## src/rtl/anomaly_detector.sv

```systemverilog
// Market anomaly detector: windowed order/trade statistics driving circuit-breaker loads.
// Optional external override path is compiled in with `define ANOMALY_OVERRIDE_EN.
//
// state     | meaning
// ----------+-------------------------------------------------------------
// MONITOR   | accumulating the current window, waiting for its close
// EVAL      | one cycle after a close: classify the snapshot, maybe load
// HOLDOFF   | after a load: skip HOLDOFF_WIN window closes unevaluated
module anomaly_detector #(
    parameter int unsigned WIN_LOG2     = 6,
    parameter int unsigned CRASH_DROP   = 16,
    parameter int unsigned STUFF_THRESH = 48,
    parameter int unsigned IMB_THRESH   = 24,
    parameter int unsigned HOLDOFF_WIN  = 2
) (
    input  logic       clk,
    input  logic       rst_n,
    input  logic [1:0] input_type,
    input  logic       match_valid,
    input  logic [7:0] match_price,
`ifdef ANOMALY_OVERRIDE_EN
    input  logic       ovr_valid,
    input  logic [1:0] ovr_mode,
    input  logic [7:0] ovr_param,
`endif
    output logic [1:0] cb_mode,
    output logic [7:0] cb_param,
    output logic       cb_load
);

    localparam int unsigned CW = WIN_LOG2 + 1;

    typedef enum logic [1:0] {S_MONITOR, S_EVAL, S_HOLDOFF} state_t;

    state_t state_q, state_d;

    logic [WIN_LOG2-1:0] win_q;
    logic [CW-1:0]       orders_q, buys_q, sells_q;
    logic [CW-1:0]       orders_d, buys_d, sells_d;
    logic [7:0]          min_q, last_q, min_d, last_d;
    logic                seen_q, seen_d;
    logic [7:0]          ref_q;
    logic                ref_valid_q;

    logic [CW-1:0]       ev_orders_q, ev_buys_q, ev_sells_q;
    logic [7:0]          ev_min_q, ev_ref_q;
    logic                ev_seen_q, ev_ref_valid_q;

    logic [7:0]          hcnt_q, hcnt_d, hcnt_inc;
    logic [1:0]          cb_mode_q, cb_mode_d;
    logic [7:0]          cb_param_q, cb_param_d;
    logic                cb_load_q, cb_load_d;

    logic                close, is_buy, is_sell, is_order;
    logic [CW-1:0]       diff;
    logic [7:0]          drop;
    logic                crash_hit, stuff_hit, imb_hit, anomaly;
    logic [7:0]          crash_param, stuff_param, imb_param;

    function automatic logic [7:0] sat8(input logic [31:0] v);
        return (v > 32'd255) ? 8'hFF : v[7:0];
    endfunction

    assign close    = &win_q;
    assign is_buy   = (input_type == 2'b10);
    assign is_sell  = (input_type == 2'b11);
    assign is_order = is_buy | is_sell;

    // Next live values include this cycle's events, so cycle T counts in the closing window.
    assign orders_d = orders_q + {{(CW-1){1'b0}}, is_order};
    assign buys_d   = buys_q + {{(CW-1){1'b0}}, is_buy};
    assign sells_d  = sells_q + {{(CW-1){1'b0}}, is_sell};
    assign min_d    = (match_valid && (match_price < min_q)) ? match_price : min_q;
    assign last_d   = match_valid ? match_price : last_q;
    assign seen_d   = seen_q | match_valid;

    always_ff @(posedge clk or negedge rst_n) begin
        if (!rst_n) begin
            win_q          <= '0;
            orders_q       <= '0;
            buys_q         <= '0;
            sells_q        <= '0;
            min_q          <= 8'hFF;
            last_q         <= 8'h00;
            seen_q         <= 1'b0;
            ref_q          <= 8'h00;
            ref_valid_q    <= 1'b0;
            ev_orders_q    <= '0;
            ev_buys_q      <= '0;
            ev_sells_q     <= '0;
            ev_min_q       <= 8'hFF;
            ev_ref_q       <= 8'h00;
            ev_seen_q      <= 1'b0;
            ev_ref_valid_q <= 1'b0;
        end else begin
            win_q <= win_q + 1'b1;
            if (close) begin
                ev_orders_q    <= orders_d;
                ev_buys_q      <= buys_d;
                ev_sells_q     <= sells_d;
                ev_min_q       <= min_d;
                ev_seen_q      <= seen_d;
                ev_ref_q       <= ref_q;
                ev_ref_valid_q <= ref_valid_q;
                if (seen_d) begin
                    ref_q       <= last_d;
                    ref_valid_q <= 1'b1;
                end
                orders_q <= '0;
                buys_q   <= '0;
                sells_q  <= '0;
                min_q    <= 8'hFF;
                last_q   <= last_d;
                seen_q   <= 1'b0;
            end else begin
                orders_q <= orders_d;
                buys_q   <= buys_d;
                sells_q  <= sells_d;
                min_q    <= min_d;
                last_q   <= last_d;
                seen_q   <= seen_d;
            end
        end
    end

    assign diff = (ev_buys_q >= ev_sells_q) ? (ev_buys_q - ev_sells_q)
                                            : (ev_sells_q - ev_buys_q);
    assign drop = ev_ref_q - ev_min_q;

    // The ref > min guard keeps a price rise from wrapping into a large unsigned drop.
    assign crash_hit = ev_seen_q && ev_ref_valid_q && (ev_ref_q > ev_min_q)
                       && (32'(drop) >= CRASH_DROP);
    assign stuff_hit = (32'(ev_orders_q) >= STUFF_THRESH);
    assign imb_hit   = (32'(diff) >= IMB_THRESH);
    assign anomaly   = crash_hit | stuff_hit | imb_hit;

    assign crash_param = sat8(32'(drop) << 3);
    assign stuff_param = sat8(32'(ev_orders_q) << 2);
    assign imb_param   = sat8(32'(diff) << 3);

    assign hcnt_inc = hcnt_q + 8'd1;

    always_ff @(posedge clk or negedge rst_n) begin
        if (!rst_n) begin
            state_q    <= S_MONITOR;
            hcnt_q     <= 8'd0;
            cb_mode_q  <= 2'b00;
            cb_param_q <= 8'h00;
            cb_load_q  <= 1'b0;
        end else begin
            state_q    <= state_d;
            hcnt_q     <= hcnt_d;
            cb_mode_q  <= cb_mode_d;
            cb_param_q <= cb_param_d;
            cb_load_q  <= cb_load_d;
        end
    end

    always_comb begin
        state_d = state_q;
        hcnt_d  = hcnt_q;
        case (state_q)
            S_MONITOR: if (close) state_d = S_EVAL;
            S_EVAL:    state_d = anomaly ? S_HOLDOFF : S_MONITOR;
            S_HOLDOFF: begin
                if (close) begin
                    hcnt_d = hcnt_inc;
                    if (32'(hcnt_inc) >= HOLDOFF_WIN) state_d = S_MONITOR;
                end
            end
            default:   state_d = S_MONITOR;
        endcase
`ifdef ANOMALY_OVERRIDE_EN
        if (ovr_valid) state_d = S_HOLDOFF;
        if (ovr_valid) hcnt_d = 8'd0;
`endif
        if (state_d != S_HOLDOFF) hcnt_d = 8'd0;
    end

    always_comb begin
        cb_mode_d  = cb_mode_q;
        cb_param_d = cb_param_q;
        cb_load_d  = 1'b0;
        if (state_q == S_EVAL) begin
            if (crash_hit) begin
                cb_mode_d  = 2'b11;
                cb_param_d = crash_param;
                cb_load_d  = 1'b1;
            end else if (stuff_hit) begin
                cb_mode_d  = 2'b01;
                cb_param_d = stuff_param;
                cb_load_d  = 1'b1;
            end else if (imb_hit) begin
                cb_mode_d  = 2'b10;
                cb_param_d = imb_param;
                cb_load_d  = 1'b1;
            end
        end
`ifdef ANOMALY_OVERRIDE_EN
        if (ovr_valid) begin
            cb_mode_d  = ovr_mode;
            cb_param_d = ovr_param;
            cb_load_d  = 1'b1;
        end
`endif
    end

    assign cb_mode  = cb_mode_q;
    assign cb_param = cb_param_q;
    assign cb_load  = cb_load_q;

endmodule

```

## config.mk

```make
export PLATFORM = sky130hd
export DESIGN_NAME = anomaly_detector
export DESIGN_NICKNAME = d
export VERILOG_FILES = /design/src/rtl/anomaly_detector.sv
export SDC_FILE = /design/constraint.sdc
export NUM_CORES = 1
export LEC_CHECK = 0
export CAP_MARGIN = 20
export CORE_MARGIN = 3
export CORE_UTILIZATION = 55
export CTS_BUF_LIST = sky130_fd_sc_hd__clkbuf_4 sky130_fd_sc_hd__clkbuf_8 sky130_fd_sc_hd__clkbuf_16
export DETAILED_ROUTE_END_ITERATION = 8
export GPL_TIMING_DRIVEN = 0
export PLACE_DENSITY = 0.76
export REMOVE_ABC_BUFFERS = 1
export SLEW_MARGIN = 20
export SYNTH_ARGS = -nofsm -noshare
export SYNTH_HDL_FRONTEND = slang
export SYNTH_SLANG_ARGS = --single-unit
```

## constraint.sdc

```tcl
create_clock -name clk -period 3.4 [get_ports clk]
set_clock_uncertainty 0.15 [all_clocks]
set_input_delay 0.34 -clock clk [delete_from_list [all_inputs] [get_ports clk]]
set_output_delay 0.34 -clock clk [all_outputs]
set_load 0.05 [all_outputs]
```

==> results summary <==
The type of origin of the critical path is a flip-flop. Once layout is complete, the cells apart from fillers number 723. The global route total overflow came out at 0.

The root buffer cell chosen for the clock tree is sky130_fd_sc_hd__clkbuf_8. Once the floorplan was initialized, standard cells occupied 57.50% of the core. The number of flops mapped to enable cells by yosys is 0.

CTS saw 112 sinks. Dividing the detail-routed via count by the number of cells gives 5.568. The congestion estimate from routability-driven global placement came to 0.8360.

The critical path endpoint category is a flip-flop. The setup violation total in the final timing report is 0. The class of the most critical hold timing path is in -> async. Data on the critical path is required at its endpoint by 3.51 ns. The number of CTS-inserted buffers is 9. The number of antenna violations at the first check in global routing came out at 0. The fraction of post-synthesis cell area in the top cell type by area came out at 42.16%. The cell total after placement came out at 697. The endpoint identified for the worst register-to-register timing path is cb_param[6]$_DFFE_PN0P_. Entering global routing, the biggest net connects 63 pins.

The fmax came out at 0.3052 GHz. The via count came out at 4026. The horizontal die dimension came out at 107.8 µm.

The launch instance of the worst register-to-register path is ev_buys_q[0]$_DFFE_PN0P_. The full die area came out at 11620 µm². The cell count after synthesis came out at 562. The final net count came out at 638. The peak per-stage delay on the critical path is 0.47 ns. In the post-synthesis netlist, the biggest area contributors are sky130_fd_sc_hd__dfrtp_1 (42%), sky130_fd_sc_hd__ha_1 (8.1%), sky130_fd_sc_hd__dfstp_2 (7.4%).

The mean instance size in the synthesized netlist is 10.14 µm². The clock passes through at most 2 buffers. The residual antenna-violating net count after detailed routing came out at 0. The clock insertion delay at the later pin of the skew report came out at 0.38 ns.

The post-route netlist has 14.24% of its cells at a drive strength greater than 1. In this run, distinct cell masters in the synthesized netlist total 54. The combined global-route utilization of all metal layers came out at 19.74%.

The cell area after technology mapping came out at 5698 µm². The endpoint arrival time on the critical path is 3.38 ns. The maximum level of the CTS H-tree came out at 3. The number of cell rows is 36. The number of synthesized register bits came out at 112. The number of antenna cells inserted is 0. Dividing the final minimum period by the clock period gives 96.36%. The placeable core region is 9910 µm². The fraction of registers with async set/reset is 100.0%.

The clock edge transition at the registers on the reported setup and hold paths is 0.11 ns. The path depth of the worst reg2reg path came out at 10. The worst path in the final design needs a cycle of 3.276 ns, including I/O delays and setup. The routed wire length is 10.63 mm. Tracing the worst setup path back leads to its startpoint at ev_buys_q[0]$_DFFE_PN0P_. The worst-case register-to-register setup slack came out at 0.12 ns. The detail-routed net length per standard cell is 14.71 µm. Of all cell types, the one taking the most synthesized area is sky130_fd_sc_hd__dfrtp_1. The half-perimeter wire length after detailed placement is 7.558 mm. The I/O pin total is 24. The transition time at the pin with the least slew margin came out at 0.9981 ns. The fraction of the core area covered by cells at the end of the flow came out at 65.05%. The power per cell area is 464.8 nW/µm². The largest individual stage delay along the critical path comes from the cell sky130_fd_sc_hd__or4_1.

The die height is 107.8 µm. In this run the tool buffered the top-level ports with 23 buffer cells. The setup TNS is 0 ns. The flow ran to the end, and the final reports show no timing, DRC or antenna violations. The number of global-route vias before repair is 3936.

The clock tree from TritonCTS is yes. In the synthesized netlist the dominant register cell turns out to be sky130_fd_sc_hd__dfrtp_1. The yosys synthesis warning count is 0.

The worst hold margin came out at 0.3071 ns. The number of failing hold endpoints at the final stage is 0. After detailed routing, the number of remaining DRC violations is 0. The register area share after synthesis came out at 49.54%. In this run the worst path has a maximum fanout of 6. The first detailed-routing pass ran for 4 iterations. The area added between synthesis and finish came out at 13.13%.

The analysis attributes to cell leakage a power of 3.149 nW. The worst setup path is of the reg -> reg kind. The largest vdd supply drop is 296.9 µV. The count of pins over their slew limit came out at 0.

The count of routing violations after the opening detailed-route iteration is 162. Walking the worst path, the cells encountered are inv_1 -> ha_4 -> nand2b_1 -> a211o_1 -> a21oi_4 -> mux2_4 -> a211o_4 -> or4_1 -> o21a_1 -> mux2_2. The normalized max-slew margin came out at 33.21%.

The first global-routing pass estimated 18.24 mm of wire. The number of max-capacitance violations reported came out at 0.
==> where the power goes <==
| part | switching, mW | internal [mW] | total (mW) |
|---|---|---|---|
| Clock | 0.443 | 0.403 | 0.846 |
| Combinational | 0.276 | 0.234 | 0.510 |
| Sequential | 0.108 | 1.53 | 1.64 |
==> cell usage after synthesis, drive strengths merged, types with 8 or more instances <==
cell type,n
mux2i,13
nand2,72
nand3,20
xnor2,13
dfstp,16
dfrtp,96
o21ai,32
ha,37
nor2,41
nand2b,8
clkbuf,17
inv,37
mux2,23
xor2,12
and2,10
a21oi,27
nor3,9
==> placed cells by master, fill, tap and decap left out, types with 9 or more instances in the layout <==
master	count
sky130_fd_sc_hd__nor2_1	41
sky130_fd_sc_hd__mux2i_1	13
sky130_fd_sc_hd__mux2_2	19
sky130_fd_sc_hd__clkbuf_8	11
sky130_fd_sc_hd__a21oi_1	25
sky130_fd_sc_hd__xor2_1	12
sky130_fd_sc_hd__nand2_1	72
sky130_fd_sc_hd__dfstp_2	16
sky130_fd_sc_hd__nand3_1	19
sky130_fd_sc_hd__and2_1	10
sky130_fd_sc_hd__inv_1	36
sky130_fd_sc_hd__ha_1	34
sky130_fd_sc_hd__dfrtp_1	96
sky130_fd_sc_hd__o21ai_0	28
sky130_fd_sc_hd__buf_4	9
sky130_fd_sc_hd__xnor2_1	13
sky130_fd_sc_hd__clkdlybuf4s50_1	22
==> logic make-up (layout without fill, tap and decap cells) <==
group / count (synthesis) / in the layout / share of synthesized area (%)
AOI/OAI and AO/OA: 101 / 101 / 11.00
and+or+nand+nor: 187 / 187 / 15.26
DFF: 112 / 112 / 49.54
adders and majority gates: 40 / 40 / 9.179
xor gates and xnor gates: 25 / 25 / 3.843
muxes: 36 / 36 / 6.895
buffers and inverters: 61 / 89 / 4.282
==> worst max-delay path, delay by kind of cell, from the launching register on <==
family,cells,cell delay (ns)
AND/OR/NAND/NOR,2,0.61
flip-flops,1,0.39
adder cells (fa/ha/maj),1,0.23
multiplexers,2,0.57
AO/OA/AOI/OAI,4,1.09
buffers and inverters,1,0.12
==> stage by stage <==
step | area (µm²) | power, mW | setup slack (ns)
2_1_floorplan | 5593 | 2.010 | 0.07677
3_3_place_gp | 5989 | 2.141 | -2.227
3_5_place_dp | 6065 | 2.176 | -0.3596
4_1_cts | 6310 | 3.022 | 0.006414
5_1_grt | 6446 | 3.177 | -0.009572
6_report | 6446 | 2.996 | 0.1237
==> worst max-delay path by stage <==
stage	endpoint	slack, ns	cells past startpoint
after floorplan	cb_param[5]$_DFFE_PN0P_	0.08	10
after global placement	last_q[0]$_DFF_PN0_	-2.23	1
after detailed placement	cb_param[2]$_DFFE_PN0P_	-0.36	10
after CTS	cb_param[2]$_DFFE_PN0P_	0.006	10
after global routing	cb_param[6]$_DFFE_PN0P_	-0.01	10
final	cb_param[6]$_DFFE_PN0P_	0.12	10
==> cell type report <==
cell class              count  area (µm²)
fillers                   794        3463
clock inverters             3       47.55
multi-input cells         389        2728
repair buffers             36       376.6
clock buffers              13       166.4
well taps                 133       166.4
inverters                  37       138.9
flip-flops and latches    112        2823
==> flip-flops by register name, summed over array words and instances, names as in the netlist, 8 cells and up <==
name,count
ev_min_q,8
last_q,8
hcnt_q,8
ev_ref_q,8
ref_q,8
min_q,8
==> routing by layer <==
| layer | track usage, % | vias to the layer above | wire, µm |
|---|---|---|---|
| li1 | - | 1951 | - |
| met1 | 26.79 | 1989 | 4865 |
| met2 | 31.39 | 70 | 5214 |
| met3 | 3.779 | 16 | 339 |
| met4 | 7.845 | 0 | 212 |
| met5 | 0 | - | 0 |
==> what timing repair did <==
action,4_1_cts,5_1_grt
setup endpoints to repair,18,8
pin swaps,0,3
buffers inserted,0,9
gates cloned,0,0
hold buffers,1,0
gates resized for setup,4,12
hold endpoints to repair,40,0
No activity file was read; power rests on OpenSTA's default activity.
